===== src/rtl/bridge_rx.sv =====
// bridge_rx
// Host-side bus initiator. Parses an ASCII command stream from the UART
// receiver into single-cycle requests at the head of the daisy-chained
// register bus.
//
//   Read : 'R' a a a a T
//   Write: 'W' a a a a d d d d T      (hex MSB-first, T = CR or LF)
//
// Ports:
//   clk      in   system clock, posedge
//   rst_n    in   asynchronous active-low reset
//   data_i   in   [7:0]  received byte
//   valid_i  in   data_i valid this cycle
//   addr_o   out  [15:0] request address
//   wdata_o  out  [15:0] request write data (0 for reads)
//   rw_o     out  1 = write, 0 = read
//   valid_o  out  one-cycle request strobe
//   err_o    out  one-cycle pulse on malformed or timed-out command
//
// TIMEOUT_CYCLES: consecutive empty cycles mid-command before the partial
// command is dropped; 0 disables the timeout.

module bridge_rx #(
    parameter int TIMEOUT_CYCLES = 0
) (
    input  logic        clk,
    input  logic        rst_n,
    input  logic [7:0]  data_i,
    input  logic        valid_i,
    output logic [15:0] addr_o,
    output logic [15:0] wdata_o,
    output logic        rw_o,
    output logic        valid_o,
    output logic        err_o
);

    typedef enum logic [1:0] {
        IDLE         = 2'd0,
        READ_DIGITS  = 2'd1,
        WRITE_DIGITS = 2'd2,
        AWAIT_TERM   = 2'd3
    } state_t;

    // Counter only needs to reach TIMEOUT_CYCLES-1; the expiring cycle is
    // detected by comparison rather than by storing the final count.
    localparam int TW = (TIMEOUT_CYCLES > 1) ? $clog2(TIMEOUT_CYCLES) : 1;

    localparam logic [7:0] CH_R  = 8'h52;
    localparam logic [7:0] CH_W  = 8'h57;
    localparam logic [7:0] CH_CR = 8'h0D;
    localparam logic [7:0] CH_LF = 8'h0A;

    function automatic logic is_hex(input logic [7:0] b);
        return ((b >= 8'h30) && (b <= 8'h39)) ||
               ((b >= 8'h41) && (b <= 8'h46)) ||
               ((b >= 8'h61) && (b <= 8'h66));
    endfunction

    // Letters A-F / a-f both have low nibble 1..6, so +9 gives 10..15.
    function automatic logic [3:0] hex_nib(input logic [7:0] b);
        if (b <= 8'h39) return b[3:0];
        else            return b[3:0] + 4'd9;
    endfunction

    function automatic logic is_term(input logic [7:0] b);
        return (b == CH_CR) || (b == CH_LF);
    endfunction

    state_t          state_q;
    logic            is_wr_q;
    logic [2:0]      cnt_q;
    logic [31:0]     asm_q;
    logic [TW-1:0]   idle_cnt_q;
    logic [15:0]     addr_q;
    logic [15:0]     wdata_q;
    logic            rw_q;
    logic            valid_q;
    logic            err_q;

    logic [31:0]     asm_d;
    logic [2:0]      last_digit_d;
    logic            timeout_d;

    always_comb begin
        asm_d        = {asm_q[27:0], hex_nib(data_i)};
        last_digit_d = is_wr_q ? 3'd7 : 3'd3;
        timeout_d    = (TIMEOUT_CYCLES > 0) && (state_q != IDLE) && !valid_i &&
                       (idle_cnt_q == TW'(TIMEOUT_CYCLES - 1));
    end

    always_ff @(posedge clk or negedge rst_n) begin
        if (!rst_n) begin
            state_q    <= IDLE;
            is_wr_q    <= 1'b0;
            cnt_q      <= 3'd0;
            asm_q      <= 32'd0;
            idle_cnt_q <= '0;
            addr_q     <= 16'd0;
            wdata_q    <= 16'd0;
            rw_q       <= 1'b0;
            valid_q    <= 1'b0;
            err_q      <= 1'b0;
        end else begin
            valid_q <= 1'b0;
            err_q   <= 1'b0;
            if (valid_i) begin
                // Any accepted byte restarts the inactivity count, even one
                // arriving on the cycle the count would have expired.
                idle_cnt_q <= '0;
                case (state_q)
                    IDLE: begin
                        if (data_i == CH_R) begin
                            asm_q   <= 32'd0;
                            cnt_q   <= 3'd0;
                            is_wr_q <= 1'b0;
                            state_q <= READ_DIGITS;
                        end else if (data_i == CH_W) begin
                            asm_q   <= 32'd0;
                            cnt_q   <= 3'd0;
                            is_wr_q <= 1'b1;
                            state_q <= WRITE_DIGITS;
                        end else if (!is_term(data_i)) begin
                            // Stray CR/LF is tolerated so "\r\n" endings work.
                            err_q <= 1'b1;
                        end
                    end
                    READ_DIGITS, WRITE_DIGITS: begin
                        if (is_hex(data_i)) begin
                            asm_q <= asm_d;
                            if (cnt_q == last_digit_d) state_q <= AWAIT_TERM;
                            else                       cnt_q   <= cnt_q + 3'd1;
                        end else begin
                            // Includes an early terminator and a new 'R'/'W':
                            // the offending byte is dropped, not re-parsed.
                            err_q   <= 1'b1;
                            state_q <= IDLE;
                        end
                    end
                    AWAIT_TERM: begin
                        if (is_term(data_i)) begin
                            valid_q <= 1'b1;
                            rw_q    <= is_wr_q;
                            if (is_wr_q) begin
                                addr_q  <= asm_q[31:16];
                                wdata_q <= asm_q[15:0];
                            end else begin
                                addr_q  <= asm_q[15:0];
                                wdata_q <= 16'd0;
                            end
                        end else begin
                            err_q <= 1'b1;
                        end
                        state_q <= IDLE;
                    end
                    default: state_q <= IDLE;
                endcase
            end else if (state_q != IDLE) begin
                if (timeout_d) begin
                    err_q      <= 1'b1;
                    state_q    <= IDLE;
                    idle_cnt_q <= '0;
                end else begin
                    idle_cnt_q <= idle_cnt_q + TW'(1);
                end
            end else begin
                idle_cnt_q <= '0;
            end
        end
    end

    assign addr_o  = addr_q;
    assign wdata_o = wdata_q;
    assign rw_o    = rw_q;
    assign valid_o = valid_q;
    assign err_o   = err_q;

endmodule


===== config.mk =====
export PLATFORM = sky130hd
export DESIGN_NAME = bridge_rx
export DESIGN_NICKNAME = d
export VERILOG_FILES = /design/src/rtl/bridge_rx.sv
export SDC_FILE = /design/constraint.sdc
export NUM_CORES = 1
export LEC_CHECK = 0
export BUFFER_PORTS_ARGS = -buffer_cell sky130_fd_sc_hd__buf_2
export CELL_PAD_IN_SITES_DETAIL_PLACEMENT = 2
export CELL_PAD_IN_SITES_GLOBAL_PLACEMENT = 2
export CORE_ASPECT_RATIO = 1.2
export CORE_MARGIN = 4
export CORE_UTILIZATION = 39
export CTS_CLUSTER_SIZE = 12
export DETAILED_ROUTE_END_ITERATION = 8
export PLACE_DENSITY = 0.81
export SLEW_MARGIN = 10
export SYNTH_ARGS = -nofsm -noshare
export SYNTH_HDL_FRONTEND = slang
export SYNTH_SLANG_ARGS = --single-unit

===== constraint.sdc =====
create_clock -name clk -period 6.6 [get_ports clk]
set_clock_uncertainty 0.2 [all_clocks]
set_input_delay 0 -clock clk [delete_from_list [all_inputs] [get_ports clk]]
set_output_delay 0 -clock clk [all_outputs]
set_load 0.05 [all_outputs]

== After elaboration in Yosys (flattened, before gate mapping) ==
Cells that the tools add are included.
Storage, ports and cells
  word-level logic and storage cells: 73
  bits of input ports: 11
  output and inout bits: 35
  register bits after elaboration: 73
Operators by class
  add/sub/neg operators: 2
  eq/ne operators: 12
  order comparisons: 6
  reductions and logical operators: 15
  mux-type cells: 29
Operators with widths (number)
  $mux W32: 3
  $pmux W32 S2: 1
  $mux W16: 2
  $eq A8 B4 Y1 const B: 2
  $eq A8 B7 Y1 const B: 2
  $ge A8 B7 Y1 const B: 2
  $le A8 B7 Y1 const B: 2
  $mux W3: 5
  $mux W1: 10
  $reduce_and A3 Y1: 3
  $ge A8 B6 Y1 const B: 1
  $le A8 B6 Y1 const B: 1
  $mux W2: 4
  $ne A3 B3 Y1 const B: 2
  $pmux W2 S3: 1
  $pmux W3 S2: 1
  $reduce_and A5 Y1: 1
  $add A4 B4 Y4 const B: 1
  $eq A2 B2 Y1 const B: 2
  $mux W4: 1
  $ne A2 B2 Y1 const B: 2
  $reduce_and A4 Y1: 1
  $reduce_bool A2 Y1: 2
  $add A3 B1 Y3 const B: 1
  7 further kinds: 11

== Logic depth before layout (Yosys ltp) ==
  depth after elaboration: 7
  depth in mapped cells: 9
  gate-level depth less buffers: 8

== Worst setup path before layout ==
Ideal clock, no wire load.
  path kind: reg2reg
  from: register state_q[0]
  to: register cnt_q[2]
  stages on the path, launching flop included: 8
  setup slack: 4.522 ns
  clock period less this slack: 2.078 ns
  arrival: 1.814 ns
  path buffers: 1
  setup time: 0.064 ns
  required time: 6.336 ns
  cell sequence: dfrtp_1 inv_1 ha_1 and4bb_2 a41oi_4 nor3b_2 buf_2 a31o_2
Between the ends
  longest elaborated chain between the ends: 4
  elaborated cells between the ends (all ways): 10
  classes of those cells: eq/ne: 5; mux: 1; reduce/logical: 4
RTL lines
  start, declared: line 69  | state_t state_q;
  start signal, assigned: line 93  | state_q <= IDLE;
  start signal, assigned: line 116  | state_q <= READ_DIGITS;
  start signal, assigned: line 121  | state_q <= WRITE_DIGITS;
  $eq A2 B1 Y1 or $eq A2 B2 Y1 (tied branches): line 110  | case (state_q)
  $reduce_or A2 Y1: line 110
  $ne A2 B2 Y1 (no line) or $reduce_bool A2 Y1 (tied branches)
  $reduce_and A5 Y1 (no line)
  end signal, assigned: line 131  | else cnt_q <= cnt_q + 3'd1;
  end, declared: line 71  | logic [2:0] cnt_q;
Several ways; a longest one is shown, not always the timed one.
A chain may end at the register's enable or synchronous reset.

== Final worst setup path ==
  from: register state_q[0]
  to: register asm_q[12]
Between the ends
  longest elaborated chain between the ends: 4
  elaborated cells between the ends (all ways): 9
  classes of those cells: eq/ne: 4; mux: 1; reduce/logical: 4
RTL lines
  $eq A2 B1 Y1 or $eq A2 B2 Y1 (tied branches): line 110
  $reduce_or A2 Y1: line 110
  $ne A2 B2 Y1 (no line) or $reduce_bool A2 Y1 (tied branches)
  $reduce_and A4 Y1 (no line)
  end signal, assigned: line 129  | asm_q <= asm_d;
  end, declared: line 72  | logic [31:0] asm_q;
Several ways; a longest one is shown, not always the timed one.

==> out/qor.yml <==
routing:
  vias_per_cell: 5.50
  first_iter_violations: 83
  routedWlPerCell_um: 19.9
  antenna_left: 0
  drcViolationCount: 0
  routed_wl_mm: 10.2
  firstDrtPassIters: 4
  num_vias: 2803
critical_path:
  crit_chain: "inv_1 > ha_1 > and3b_1 > a41oi_4 > a21o_1 > a22o_1"
  reg2reg_from: "state_q[0]"
  crit_buf_inv: 1
  crit_type: "flip-flop to flip-flop"
  cp.required_ps: 6680
  reg2reg_setup_slack_ps: 3560
  crit_slowest_cell: "ha_1"
  critPathMaxFanout: 22
  worstPathArrival_ps: 3120
  reg2reg_depth: 6
  critPathTopFamily: "compound AO/OA/AOI/OAI gates"
  critPathCaptureType: "flip-flop"
  crit_path_start_kind: "flip-flop"
  r2r-end: "asm_q[12]"
  cpPeakStageDelay_ps: 580
cts:
  clk_latency_ps: 350
  clkTransAtPathRegs_ps: 80
  cts_setup_buffers: 0
  cts_tree: "done"
  cts_sinks: 73
  numCtsBuffers: 9
  clockBufferDepth: 2
  root_buffer: "clkbuf_8"
  htree_levels: 3
global_routing:
  grt_antenna_before_repair: 0
  grt_pass1_vias: 3137
  grt_pass1_wl_mm: 16.8
  grt.total_usage: 0.209
  grt_remaining_overflow: 0
  grt_max_degree: 74
timing:
  relSlewSlack: 0.380
  setup_viol: 0
  tightest_slew_ps: 930
  max_freq_mhz: 329
  maxSlewViolCount: 0
  min_period_over_period: 0.460
  period_needed_ps: 3040
  setup_slack_ps: 3560
  fin_setup_tns_ps: 0
  rsz0062_at_grt: "false"
  hold_viol: 0
finish:
  final_cell_area_sq_mm: 0.00403
  multi_input_area_sq_mm: 0.00148
  drive_above_1_share: 0.193
  layout.nets: 407
  nFillCells: 917
  syn_to_final_growth_pct: 17.5
  diodes: 0
  regArea_sq_mm: 0.00183
run_status:
  status: "complete, no violations"
yosys:
  synth_adder_area_share: 0.0255
  synth.largest_area_cell: "dfrtp_1"
  ys_types: 47
  synth_area_per_cell_sq_um: 10.1
  synthMuxAreaShare: 0.0598
  ys_warn_count: 0
  synth_cells: 341
  synth_top_area_share: 0.533
  synth_xor_xnor_area_share: 0.0102
  synth_top_family_by_area: "simple AND/OR/NAND/NOR gates"
  ys_seq_area_frac: 0.533
  synthArstFlopShare: 1.00
  synth_area_leaders: "dfrtp_1 (53%), nand2_1 (8.6%), nand3_1 (6.7%)"
  synth.most_common_cell: "nand2_1"
  syn_nets: 359
  ys_top_cells_by_count: "nand2_1 (79), dfrtp_1 (73), nand3_1 (46)"
  synth_edf_count: 0
  ys_ff_latch: 73
  synth_compound_area_frac: 0.124
  synth_ff_type: "dfrtp_1"
  syn_area_sq_mm: 0.00343
  yosys.area_share.simple: 0.209
worst_hold_path:
  hold_depth: 5
  hold_path_class: "primary input to flip-flop"
  hold_path_end: "state_q[1]"
  min-delay-start: "data_i[4]"
power_and_ir_drop:
  switchingPower_uw: 371
  power.internal_uw: 787
  p_comb_frac: 0.203
  p_clk_frac: 0.334
  swShare: 0.320
  p_per_area_mw_per_mm2: 287
  power_frac_seq: 0.463
  ir_drop_mv: 0.184
  p_leak_uw: 0.00197
placed_design:
  port_buffers: 45
  placed_cell_area_sq_mm: 0.00373
  hpwl_mm: 6.74
  gp_congestion: 0.748
  pre_cts_ws_ps: 3580
run:
  max_cap_viol_count: 0
die:
  row_count: 37
  ios: 46
  die_w_um: 93.6
  start_util: 0.400
  core_area_sq_mm: 0.00856
  die_area_sq_mm: 0.0104
  die_height_um: 111
-- stage by stage --
step | hold WS [ps] | total power, uW | utilization | std cells
floorplan | -496 | 690 | - | 341
global placement | 78.1 | 756 | 0.436 | 486
detailed placement | 90.4 | 774 | 0.436 | 486
CTS | 3.16 | 1170 | 0.471 | 510
global route | 38.1 | 1220 | 0.471 | 510
finish | 5.59 | 1160 | 0.471 | 510
-- flip-flops by register name (all words and copies together) (netlist names) --
register and flops:
cnt_q 3, rw_o 1, state_q 2, asm_q 32, valid_o 1, addr_o 16
wdata_o 16, is_wr_q 1, err_o 1
-- layout by cell type (no fill, tap or decap), drive strengths merged, types with 3 or more instances in the layout --
| master | netlist | routed |
|---|---|---|
| o21ai | 21 | 21 |
| and3 | 4 | 4 |
| a21oi | 3 | 3 |
| nand2 | 80 | 80 |
| buf | 13 | 49 |
| dlygate4sd3 | 0 | 9 |
| mux2i | 16 | 16 |
| clkbuf | 8 | 10 |
| nand3 | 47 | 47 |
| xnor2 | 3 | 3 |
| nand4 | 3 | 3 |
| mux2 | 4 | 4 |
| ha | 7 | 7 |
| nand2b | 4 | 4 |
| dfrtp | 73 | 73 |
| inv | 7 | 7 |
| a22o | 19 | 19 |
-- layer usage --
metal	global-route usage	share of wire
met3	0.0319	0.032
met1	0.241	0.40
met5	0	0
met2	0.375	0.55
met4	0.0906	0.021
-- power groups by stage --
stage	Clock (uW)	Sequential [uW]	Combinational (uW)
finish	386	536	235
global route	413	543	263
CTS	392	536	240
detailed placement	0	543	232
global placement	0	539	217
floorplan	0	531	159
-- final cells by class --
type	count	share of cell area
sequential	73	0.453
multi-input combinational	240	0.366
timing repair buffer	58	0.0857
tap	117	0.0363
clock buffer	10	0.0317
clock inverter	5	0.0202
inverter	7	0.00652
-- cells by family (layout without fill, tap and decap cells) --
| group | after synthesis | count (layout) |
|---|---|---|
| AND/OR/NAND/NOR | 152 | 152 |
| flip-flops | 73 | 73 |
| AO/OA/AOI/OAI | 57 | 57 |
| buffers and inverters | 28 | 80 |
| multiplexers | 20 | 20 |
| adder cells (fa/ha/maj) | 7 | 7 |
| XOR/XNOR | 4 | 4 |
-- worst max-delay path by stage --
stage / from / to / cells past startpoint
6_report: state_q[0] / asm_q[12] / 6
5_1_grt: state_q[0] / asm_q[12] / 6
4_1_cts: state_q[0] / asm_q[12] / 6
3_5_place_dp: state_q[0] / asm_q[12] / 6
3_3_place_gp: state_q[0] / asm_q[1] / 6
2_1_floorplan: state_q[0] / cnt_q[2] / 7
-- worst min-delay path, stage by stage --
cell	delay (ps)
buf_2	140
nand3_1	90
o21ai_0	70
o21ai_0	80
mux2_2	150
-- timing repair --
item,CTS,global route
hold buffers,9,0
hold endpoints to repair,81,0
resized for setup,0,0
Note: power is estimated with default switching activity, not from simulation.
